### src/rtl/multicycle_ctrl.sv
// Multicycle MIPS main control FSM.
// Sequences fetch/decode/execute/mem/writeback and counts retired instructions.
package multicycle_ctrl_pkg;

  typedef enum logic [3:0] {
    S_FETCH   = 4'd0,
    S_DECODE  = 4'd1,
    S_MEMADR  = 4'd2,
    S_MEMRD   = 4'd3,
    S_MEMWB   = 4'd4,
    S_MEMWR   = 4'd5,
    S_EXECUTE = 4'd6,
    S_ALUWB   = 4'd7,
    S_BRANCH  = 4'd8,
    S_ADDIEX  = 4'd9,
    S_ADDIWB  = 4'd10,
    S_JUMP    = 4'd11
  } state_t;

  typedef struct packed {
    logic       iord;
    logic       memwrite;
    logic       irwrite;
    logic       regdst;
    logic       memtoreg;
    logic       regwrite;
    logic       alusrca;
    logic [1:0] alusrcb;
    logic [1:0] aluop;
    logic [1:0] pcsrc;
    logic       pcen;
    logic       illegal;
  } ctrl_t;

  localparam logic [5:0] OP_RTYPE = 6'b000000;
  localparam logic [5:0] OP_J     = 6'b000010;
  localparam logic [5:0] OP_BEQ   = 6'b000100;
  localparam logic [5:0] OP_ADDI  = 6'b001000;
  localparam logic [5:0] OP_LW    = 6'b100011;
  localparam logic [5:0] OP_SW    = 6'b101011;

  localparam logic [1:0] SRCB_B   = 2'b00;
  localparam logic [1:0] SRCB_4   = 2'b01;
  localparam logic [1:0] SRCB_IMM = 2'b10;
  localparam logic [1:0] SRCB_BR  = 2'b11;

  localparam logic [1:0] ALU_ADD  = 2'b00;
  localparam logic [1:0] ALU_SUB  = 2'b01;
  localparam logic [1:0] ALU_FN   = 2'b10;

  localparam logic [1:0] PC_ALU   = 2'b00;
  localparam logic [1:0] PC_OUT   = 2'b01;
  localparam logic [1:0] PC_JMP   = 2'b10;

endpackage

module multicycle_ctrl
  import multicycle_ctrl_pkg::*;
#(
  parameter int CNT_W = 16
) (
  input  logic             clk,
  input  logic             reset,
  input  logic [5:0]       op,
  input  logic             zero,
  input  logic             mem_ready,
  output logic             iord,
  output logic             memwrite,
  output logic             irwrite,
  output logic             regdst,
  output logic             memtoreg,
  output logic             regwrite,
  output logic             alusrca,
  output logic [1:0]       alusrcb,
  output logic [1:0]       aluop,
  output logic [1:0]       pcsrc,
  output logic             pcen,
  output logic             illegal,
  output logic [3:0]       state_o,
  output logic [CNT_W-1:0] retired
);

  state_t state;
  state_t nxt;
  ctrl_t  c;
  logic   retire;

  logic is_mem;
  logic is_r;
  logic is_beq;
  logic is_addi;
  logic is_j;

  assign is_mem  = (op == OP_LW) || (op == OP_SW);
  assign is_r    = (op == OP_RTYPE);
  assign is_beq  = (op == OP_BEQ);
  assign is_addi = (op == OP_ADDI);
  assign is_j    = (op == OP_J);

  always_comb begin
    c      = '0;
    nxt    = S_FETCH;
    retire = 1'b0;
    case (state)
      S_FETCH: begin
        c.alusrcb = SRCB_4;
        c.irwrite = mem_ready;
        c.pcen    = mem_ready;
        nxt       = mem_ready ? S_DECODE : S_FETCH;
      end
      S_DECODE: begin
        c.alusrcb = SRCB_BR;
        unique case (1'b1)
          is_mem:  nxt = S_MEMADR;
          is_r:    nxt = S_EXECUTE;
          is_beq:  nxt = S_BRANCH;
          is_addi: nxt = S_ADDIEX;
          is_j:    nxt = S_JUMP;
          default: begin
            c.illegal = 1'b1;
            nxt       = S_FETCH;
          end
        endcase
      end
      S_MEMADR: begin
        c.alusrca = 1'b1;
        c.alusrcb = SRCB_IMM;
        nxt       = (op == OP_LW) ? S_MEMRD : S_MEMWR;
      end
      S_MEMRD: begin
        c.iord = 1'b1;
        nxt    = mem_ready ? S_MEMWB : S_MEMRD;
      end
      S_MEMWB: begin
        c.memtoreg = 1'b1;
        c.regwrite = 1'b1;
        retire     = 1'b1;
      end
      S_MEMWR: begin
        c.iord     = 1'b1;
        c.memwrite = 1'b1;
        retire     = mem_ready;
        nxt        = mem_ready ? S_FETCH : S_MEMWR;
      end
      S_EXECUTE: begin
        c.alusrca = 1'b1;
        c.alusrcb = SRCB_B;
        c.aluop   = ALU_FN;
        nxt       = S_ALUWB;
      end
      S_ALUWB: begin
        c.regdst   = 1'b1;
        c.regwrite = 1'b1;
        retire     = 1'b1;
      end
      S_BRANCH: begin
        c.alusrca = 1'b1;
        c.aluop   = ALU_SUB;
        c.pcsrc   = PC_OUT;
        c.pcen    = zero;
        retire    = 1'b1;
      end
      S_ADDIEX: begin
        c.alusrca = 1'b1;
        c.alusrcb = SRCB_IMM;
        nxt       = S_ADDIWB;
      end
      S_ADDIWB: begin
        c.regwrite = 1'b1;
        retire     = 1'b1;
      end
      S_JUMP: begin
        c.pcsrc = PC_JMP;
        c.pcen  = 1'b1;
        retire  = 1'b1;
      end
      default: ;
    endcase
    // Strobes must drop the moment reset rises, without waiting for a clock.
    if (reset) begin
      c.irwrite  = 1'b0;
      c.memwrite = 1'b0;
      c.regwrite = 1'b0;
      c.pcen     = 1'b0;
      c.illegal  = 1'b0;
    end
  end

  always_ff @(posedge clk or posedge reset) begin
    if (reset) begin
      state   <= S_FETCH;
      retired <= '0;
    end else begin
      state <= nxt;
      if (retire)
        retired <= retired + {{(CNT_W-1){1'b0}}, 1'b1};
    end
  end

  assign iord     = c.iord;
  assign memwrite = c.memwrite;
  assign irwrite  = c.irwrite;
  assign regdst   = c.regdst;
  assign memtoreg = c.memtoreg;
  assign regwrite = c.regwrite;
  assign alusrca  = c.alusrca;
  assign alusrcb  = c.alusrcb;
  assign aluop    = c.aluop;
  assign pcsrc    = c.pcsrc;
  assign pcen     = c.pcen;
  assign illegal  = c.illegal;
  assign state_o  = state;

endmodule

### config.mk
export PLATFORM = sky130hd
export DESIGN_NAME = multicycle_ctrl
export DESIGN_NICKNAME = d
export VERILOG_FILES = /design/src/rtl/multicycle_ctrl.sv
export SDC_FILE = /design/constraint.sdc
export NUM_CORES = 1
export LEC_CHECK = 0
export BUFFER_PORTS_ARGS = -buffer_cell sky130_fd_sc_hd__buf_2
export CAP_MARGIN = 25
export CORE_AREA = 2 2 73 75
export CTS_CLUSTER_SIZE = 24
export DETAILED_ROUTE_END_ITERATION = 6
export DIE_AREA = 0 0 75 77
export SYNTH_ARGS = -nofsm -noshare
export SYNTH_HDL_FRONTEND = slang
export SYNTH_SLANG_ARGS = --single-unit
### constraint.sdc
create_clock -name clk -period 1.8 [get_ports clk]
set_input_delay 0.18 -clock clk [delete_from_list [all_inputs] [get_ports clk]]
set_output_delay 0.18 -clock clk [all_outputs]
set_load 0.01 [all_outputs]
Word level (Yosys, flattened, before mapping)
Cells that the tools add are included.
- $add $sub $neg: 1
- multipliers: 0
- divide/modulo/power cells: 0
- magnitude comparators: 0
- equal/unequal tests: 16
- shift operators: 0
- mux-type cells: 23
- bitwise operators: 0
- reduce and logical (&&, ||, !) cells: 9
- operators with widths (operator ; number):
    4-bit one-hot mux with 7 select lines ; 1
    4-bit one-hot mux with 5 select lines ; 1
    16-bit by 1-bit adder with 16-bit output (second input constant) ; 1
    4-bit by 3-bit == test with 1-bit output (second input constant) ; 4
    4-bit == test (second input constant) ; 4
    6-bit == test (second input constant) ; 2
    1-bit 2-to-1 mux ; 11
    5-bit OR reduction ; 2
    3-bit 2-to-1 mux ; 3
    4-bit by 2-bit == test with 1-bit output (second input constant) ; 2
    2-bit one-hot mux with 2 select lines ; 2
    6-bit by 2-bit == test with 1-bit output (second input constant) ; 1
    6-bit by 3-bit == test with 1-bit output (second input constant) ; 1
    6-bit by 4-bit == test with 1-bit output (second input constant) ; 1
    6-bit zero test ; 1
    2-bit one-hot mux with 3 select lines ; 1
    4-bit by 1-bit == test with 1-bit output (second input constant) ; 1
    4-bit zero test ; 1
    2-bit 2-to-1 mux ; 2
    2-bit OR reduction ; 2
    4-bit OR reduction ; 1
    1-bit one-hot mux with 3 select lines ; 1
    3-bit OR reduction ; 1
    1-bit one-hot mux with 2 select lines ; 1
    1-bit logical OR ; 1
- register bits: 20
- bits in latches: 0
- RAM bits: 0
- memory bits (read-only): 0
- output and inout port bits: 35
- word-level logic and storage cells: 51
- memories: 0

Longest topological paths before layout
Gate-level depths: netlist (run 1).
- depth after elaboration: 6
- mapped depth: 6
- gate-level depth less buffers: 5

Least setup slack after synthesis (run 1)
No wires, ideal clock.
- path type: register to register
- start point: reg state[2], in the netlist state_o[2]
- end point: reg retired[1]
- setup time: 0.125 ns
- arrival time: 1.464 ns
- required time: 1.675 ns
- slack: 0.211 ns
- cell stages (with the launch flop): 5
- path buffers: 0
- period minus slack after synthesis: 1.589 ns
- path through: dfrtp_1 > nand2b_1 > o22a_4 > nor2_1 > mux2_2
- word-level cells in the longest chain between the ends: 3
- ends and longest elaborated chain (element ; RTL line ; RTL):
    from (decl) ; 83 ; state_t state;
    from (signal assigned) ; 194 ; state <= nxt;
    4-bit == test / 4-bit by 3-bit == test with 1-bit output (equally long branches) ; 104 ; case (state)
    5-bit OR reduction (no line) ; -- ;
    1-bit one-hot mux with 2 select lines (*) ; 104 ;
    to (signal assigned) ; 196 ; retired <= retired + {{(CNT_W-1){1'b0}}, 1'b1};
    to (decl) ; 80 ; output logic [CNT_W-1:0] retired
Every way passes the cells marked *; elsewhere a longest branch is shown, timed or not.
A chain may end at the register's enable or synchronous reset.

Final worst setup path (run 1)
- start point: reg state[0], in the netlist state_o[0]
- end point: out pcen
- word-level cells in the longest chain between the ends: 3
- ends and longest elaborated chain (element ; RTL line ; RTL):
    4-bit == test / 4-bit zero test (equally long branches) ; 104 ;
    1-bit one-hot mux with 3 select lines (*) ; 104 ;
    2-bit 2-to-1 mux (*) ; 180 ; if (reset) begin
    to (decl) ; 77 ; output logic pcen,
Marks and branches as above.

==> results of run 1 <==
worst max-delay path, stage by stage (launching register included):
cell and delay, ns:
dfrtp_2 0.45, buf_4 0.17, nor2_1 0.14, nand2_1 0.07, nand2_1 0.07, a21oi_1 0.06, nor3_1 0.14, buf_2 0.16
stage by stage:
stage	instance area [µm²]	hold WS, ns	total power, W
4_1_cts	1620	0.0364	0.00134
3_5_place_dp	1570	0.318	0.00100
6_report	1630	0.0285	0.00132
5_1_grt	1630	0.0612	0.00141
2_1_floorplan	1210	0.157	0.000820
3_3_place_gp	1570	0.330	0.00100
area by class of cell:
cell class                 count  area (µm²)
sequential                    20         502
fill                         517        3350
inverter                       3        11.3
timing repair buffer          53         288
tap                           70        87.6
multi-input combinational    106         682
clock buffer                   4        55.1
report_power, final:
part	total (W)	switching (W)	leakage (nW)	internal [W]
Clock	0.000336	0.000142	0.0288	0.000194
Sequential	0.000581	0.0000761	0.268	0.000505
Combinational	0.000407	0.000221	0.471	0.000185
Total	0.00132	0.000439	0.769	0.000884
kinds of logic after synthesis:
| group | after synthesis | synth area share (%) |
|---|---|---|
| buffers and inverters | 8 | 2.48 |
| XOR/XNOR | 18 | 13.0 |
| adder cells (fa/ha/maj) | 1 | 1.03 |
| AO/OA/AOI/OAI | 16 | 9.08 |
| AND/OR/NAND/NOR | 69 | 31.4 |
| multiplexers | 2 | 1.75 |
| flip-flops | 20 | 41.3 |
path summary, 6_finish.rpt:
check,startpoint,to,slack [ns],cells past startpoint
max,state_o[0]$_DFF_PP0_,pcen,0.1,7
min,reset,state_o[2]$_DFF_PP0_,0.03,3
max reg2reg,state_o[3]$_DFF_PP0_,retired[1]$_DFFE_PP0P_,0.19,4
min reg2reg,retired[15]$_DFFE_PP0P_,retired[15]$_DFFE_PP0P_,0.46,1
max in group asynchronous,reset,state_o[0]$_DFF_PP0_,1.55,3
min in group clk,op[0],state_o[2]$_DFF_PP0_,0.29,3
registers in the layout (all words and copies together) (netlist names):
name / cells
retired: 16
state_o: 4
repair_timing:
action	4_1_cts	5_1_grt
hold buffers	0	0
resized for setup	0	1
endpoints found under the setup margin	0	1
endpoints found under the hold margin	0	0
layout by cell type, fill, tap and decap left out, types with 2 or more instances in the layout:
master    instances
dfrtp_1          19
o21ai_0           4
nor3_4            2
buf_2            44
and3_1            3
xnor2_1          15
nor3_1            9
nand2_1           9
nand2b_1          6
nand4_1           5
xor2_1            3
clkbuf_8          4
buf_4             9
nand3_1          10
nor3b_1           2
nor2_1           14
inv_1             3
a21oi_1           5
nor2b_1           2
nor4_1            2
and4_1            2
routing by layer:
metal / vias to the layer above / global-route usage, %
li1: 584 / -
met4: 0 / 2.68
met2: 26 / 14.5
met1: 513 / 13.8
met3: 2 / 1.71
met5: - / 0
==> key figures, run 1 <==
CTS
  • Clock sink count: 20
  • Post-CTS setup buffers: 0
  • Clock Pin Slew Worst Setup and Hold Paths: roughly 0.070 ns
  • TritonCTS Buffers: 3
  • CTS tree: done
  • Max clock buf depth: 2
  • Clk Latency, worst-skew pair: 0.25 ns
  • Root buffer cell: clkbuf_8
  • Htree depth: 1

Timing
  • Slew Viols, Final: 0
  • Clock Skew: around 0.0018 ns
  • F_max: 587 MHz
  • Worst rel slew slack: 73.5%
  • Setup slack after layout: about 0.096 ns
  • Crit path time final: around 1.7 ns
  • Hold Fails Final Rpt: 0
  • Final cycle utilization of the critical path: between 90% and 100%
  • Final setup violating endpoints: 0
  • Worst Tran Pin Value: between 0.3 and 0.4 ns
  • Unrepaired setup endpoints after global routing: no
  • Fin Setup TNS: 0 ns

Pwr
  • Power per standard cell area: about 800 mW/mm²
  • Worst vdd ir: 0.371 mV
  • Leak Pwr: 0.769 nW

Routing
  • Final ANT Viol Nets: 0
  • Routed length on met2: 1.29 mm
  • Mean routed wirelength per cell: approximately 11 µm
  • M1 WL: 1.34 mm
  • DR iter-0 viols: 36
  • Via density: around 4.4
  • Remaining routing DRC violations: 0
  • Uppermost layer routed: met4
  • Final wirelength: 2.78 mm
  • TritonRoute pass-1 iters: 4
  • Via count: 1125
  • Wire length on met3: ~120 µm

Synth
  • Area leader, netlist: dfrtp_1
  • Synth unique cells: 33
  • Seq/Total Area, Yosys: approximately two fifths
  • Synth top cells by count: 20 x dfrtp_1, 15 x xnor2_1, 14 x nor2_1, 10 x nand3_1
  • Post-Syn Area: between 0.001 and 0.0015 mm²
  • Top_reg_cell synth: dfrtp_1
  • Syn. warnings: 0
  • Cell with the most instances after synthesis: dfrtp_1
  • Synth top area cells: dfrtp_1 41%, xnor2_1 11%, nor2_1 4.3%, nand3_1 4.1%, nor3_1 3.7%
  • Syn_nets: about 150
  • Fraction of registers with async set/reset: 100%
  • Cells after Synth: approximately 130
  • FF+latch count, synth: 20
  • EDFF count, synth: 0
  • Avg Cell Area, Syn: 9.05 µm²
  • Synth top area share: approximately 41%

Critical path
  • Kind of critical path: reg2out
  • Worst Path Max Fanout: 9
  • Worst EP arrival: 1.52 ns
  • Setup crit start kind: flip-flop
  • Crit path required time: approximately 1.6 ns
  • CP Capture Type: output port

Layout
  • Util after Layout: ~33%
  • Fraction of layout instances using a drive strength above 1: 33.9%
  • Antenna diodes: 0
  • Nets: 198
  • Area Overhead vs Synth: 34.1%
  • Finished Layout Cells: 256

Place
  • Pre-CTS WS: approximately 0.19 ns
  • HPWL after detailed placement: between 2 and 2.5 mm
  • Gpl congestion: between 0.8 and 0.9
  • Placed Cells incl. Taps: ~250
  • Port Buf Inserts: 44

Floorplanning
  • Initial Utilization: 24.4%
  • I/O Pins: 45
  • FP Rows: 26
  • Die ar.: about 0.0058 mm²
  • DIE HEIGHT: 77 µm
  • DIE WIDTH: roughly 75 µm
  • Core area: 0.00498 mm²

Global routing
  • Antenna violations before repair: 0
  • Vias in the first global route: approximately 950
  • Total gr overflow: 0
  • Global Route Usage Sum: approximately a tenth
  • Largest net degree at the start of global routing: 21
  • First-pass GRT wire length: 4.44 mm

Min path
  • Hold crit path type: in2async

Flow run
  • MaxCap Viol Count: 0

Run status
  • Status: finished clean
Note: power is estimated with default switching activity, not from simulation.
==> inputs of run 2 (changes only) <==
--- a/config.mk
+++ b/config.mk
@@ -7,10 +7,11 @@
 export LEC_CHECK = 0
 export BUFFER_PORTS_ARGS = -buffer_cell sky130_fd_sc_hd__buf_2
 export CAP_MARGIN = 25
-export CORE_AREA = 2 2 73 75
+export CORE_AREA = 2 2 54 56
 export CTS_CLUSTER_SIZE = 24
 export DETAILED_ROUTE_END_ITERATION = 6
-export DIE_AREA = 0 0 75 77
+export DIE_AREA = 0 0 56 58
+export PLACE_DENSITY = 0.75
 export SYNTH_ARGS = -nofsm -noshare
 export SYNTH_HDL_FRONTEND = slang
 export SYNTH_SLANG_ARGS = --single-unit
==> run 2 against run 1 <==
  * The flow now finishes with violations (setup timing)
  * Design area grew 1.5%
  * Non-clock buffer count up 6
  * Critical path depth is 2 lower
  * Routed wire length grew 2.8%
  * Register-to-register slack worse by 0.03 ns
  * Count of clock-buffer cells in the layout is the same
  * Power shrank 0.44%
  * Sequential power barely moved
  * Combinational power grew 16%
  * Sequential share of layout area is 0.44 points lower
  * Global-route usage up 8.0 points
  * Hold slack improved by 0.22 ns
==> key figures, run 2 (synthesized netlist as in run 1, its figures left out) <==
Layout
  • Post-route cell area: 0.00165 mm² (+1.5%)
  • Max FFs per register: 16 (unchanged)
  • Finished Layout Cells: 223 (-13%)
  • Commonest non-fill, non-tap cells in the layout: 44 x buf_2, 19 x dfrtp_1, 15 x xnor2_1
  • Antenna diodes: 0 (unchanged)
  • Area of the multi-input gates: 706 µm² (+3.5%)
  • Most common cell after layout, fill and taps aside: buf_2
  • Fraction of layout instances using a drive strength above 1: 38.0% (+4.1 points)
  • Area Overhead vs Synth: 36.0%
  • Nets: 204 (+3.0%)
  • Top reg by flops: retired
  • FF+latch area: 502 µm² (unchanged)
  • FILL cells: 241 (-53%)

Run status
  • Failing checks: setup timing
  • Status: finished, violations left

Routing
  • Final wirelength: 2.85 mm (+2.8%)
  • Final ANT Viol Nets: 0 (unchanged)
  • Mean routed wirelength per cell: 12.8 µm (+18%)
  • Remaining routing DRC violations: 0 (unchanged)
  • Via density: 5.57 (+27%)
  • DR iter-0 viols: 75 (+110%)
  • TritonRoute pass-1 iters: 4 (unchanged)
  • Via count: 1243 (+10%)

Critical path
  • CP Capture Type: output port
  • Crit path required time: 1.62 ns (about the same)
  • Setup crit start kind: flip-flop
  • Kind of critical path: reg2out
  • Critical Path, Cell by Cell: buf_12, nor4_2, a21oi_1, nor3_1, buf_2
  • Reg2reg path depth: 4 (unchanged)
  • CP peak stage delay: 0.47 ns (+0.02 ns)
  • Crit-path slowest cell: dfrtp_2
  • Worst Path Max Fanout: 5 (-4)
  • Worst EP arrival: 1.63 ns (+0.11 ns)

Floorplanning
  • Die ar.: 0.00325 mm² (-44%)
  • FP Rows: 19 (-27%)
  • Core area: 0.00266 mm² (-47%)
  • I/O Pins: 45 (unchanged)
  • DIE WIDTH: 56 µm (-25%)
  • DIE HEIGHT: 58 µm (-25%)
  • Initial Utilization: 45.5% (+21 points)

Global routing
  • Total gr overflow: 0 (unchanged)
  • Global Route Usage Sum: 17.6% (+8.0 points)
  • Antenna violations before repair: 0 (unchanged)
  • First-pass GRT wire length: 4.59 mm (+3.4%)
  • Largest net degree at the start of global routing: 21 (unchanged)
  • Vias in the first global route: 1041 (+9.7%)

Place
  • Port Buf Inserts: 44 (unchanged)
  • Gpl congestion: 0.855 (+3.1%)
  • Placed Cells incl. Taps: 213 (-15%)
  • DP Area: 0.00152 mm² (-3.1%)
  • HPWL after detailed placement: 2.12 mm (-4.5%)

Timing
  • Final setup violating endpoints: 1 (+1)
  • Crit path time final: 1.81 ns (+0.105 ns)
  • Clock Skew: 0.00473 ns (+0.00295 ns)
  • Worst rel slew slack: 69.2% (-4.2 points)
  • Unrepaired setup endpoints after global routing: yes
  • Final cycle utilization of the critical path: 100% (+5.8 points)
  • F_max: 553 MHz (-5.8%)
  • Hold Fails Final Rpt: 0 (unchanged)
  • Slew Viols, Final: 0 (unchanged)
  • Worst Tran Pin Value: 0.457 ns (+0.0695 ns)
  • Setup slack after layout: -0.00883 ns (-0.105 ns)

CTS
  • TritonCTS Buffers: 3 (unchanged)
  • Clock sink count: 20 (unchanged)
  • Clk Latency, worst-skew pair: 0.31 ns (+0.06 ns)
  • Max clock buf depth: 2 (unchanged)
  • Clock Pin Slew Worst Setup and Hold Paths: 0.11 ns (+0.04 ns)
  • Root buffer cell: clkbuf_4
  • CTS tree: done
  • Htree depth: 1 (unchanged)

Flow run
  • MaxCap Viol Count: 0 (unchanged)

Min path
  • Hold crit path type: in2reg
  • Hold Crit Depth: 3

Pwr
  • Power per standard cell area: 799 mW/mm² (-1.9%)
  • Worst vdd ir: 0.719 mV (+94%)
  • Leak Pwr: 0.804 nW (+4.6%)
## run 2: changes by cell type in the layout (fill, tap and decap cells not counted), sizes merged
| cell | previous run | this run |
|---|---|---|
| buf | 53 | 58 |
| dlygate4sd3 | 0 | 1 |
## run 2: critical path: cells and delay by family (launching register included)
family	cells	cell delay [ns]
flip-flops	1	0.47
AO/OA/AOI/OAI	1	0.09
buffers and inverters	2	0.32
AND/OR/NAND/NOR	2	0.45
## run 2: power breakdown
group,internal [W],total [W],switching [W],leakage [nW]
sequential,0.000504,0.000583,0.0000787,0.268
clock,0.000124,0.000261,0.000137,0.0210
combinational,0.000234,0.000474,0.000240,0.514
## run 2: timing repair
item | CTS | global route
endpoints found under the hold margin | 20 | 0
hold buffers | 1 | 0
endpoints found under the setup margin | 0 | 6
buffers inserted | 0 | 5
resized for setup | 0 | 9
## run 2: final timing paths
| check | slack [ns] | end | startpoint |
|---|---|---|---|
| max in group asynchronous | 1.07 | state_o[0]$_DFF_PP0_ | reset |
| min in group asynchronous | 0.51 | retired[15]$_DFFE_PP0P_ | reset |
| worst min-delay path | 0.25 | state_o[2]$_DFF_PP0_ | op[0] |
| worst max register to register | 0.16 | retired[1]$_DFFE_PP0P_ | state_o[2]$_DFF_PP0_ |
| worst min register to register | 0.48 | retired[15]$_DFFE_PP0P_ | retired[15]$_DFFE_PP0P_ |
| worst max-delay path | -0.009 | pcen | state_o[0]$_DFF_PP0_ |
## run 2: final cells by class
class / instances / share of cell area, %
inverter: 3 / 0.683
multi-input combinational: 106 / 42.8
clock buffer: 4 / 2.20
sequential: 20 / 30.4
tap: 31 / 2.35
timing repair buffer: 59 / 21.5
## run 2: layer usage
layer | routed length (µm) | vias to the layer above | global-route usage, %
li1 | - | 600 | -
met1 | 1250 | 597 | 22.4
met2 | 1390 | 39 | 30.9
met3 | 139 | 7 | 1.79
met4 | 68 | 0 | 7.14
met5 | 0 | - | 0
## run 2: metrics by stage
| stage | util (%) | total power [W] | setup slack [ns] | hold slack [ns] | setup TNS, ns |
|---|---|---|---|---|---|
| 3_3_place_gp | 57.1 | 0.000991 | 0.227 | 0.302 | 0 |
| 2_1_floorplan | - | 0.000820 | 0.211 | 0.157 | 0 |
| 5_1_grt | 61.9 | 0.00139 | -0.137 | 0.266 | -0.137 |
| 6_report | 61.9 | 0.00132 | -0.00883 | 0.250 | -0.00883 |
| 3_5_place_dp | 57.1 | 0.00100 | 0.108 | 0.303 | 0 |
| 4_1_cts | 58.8 | 0.00127 | 0.0435 | 0.236 | 0 |
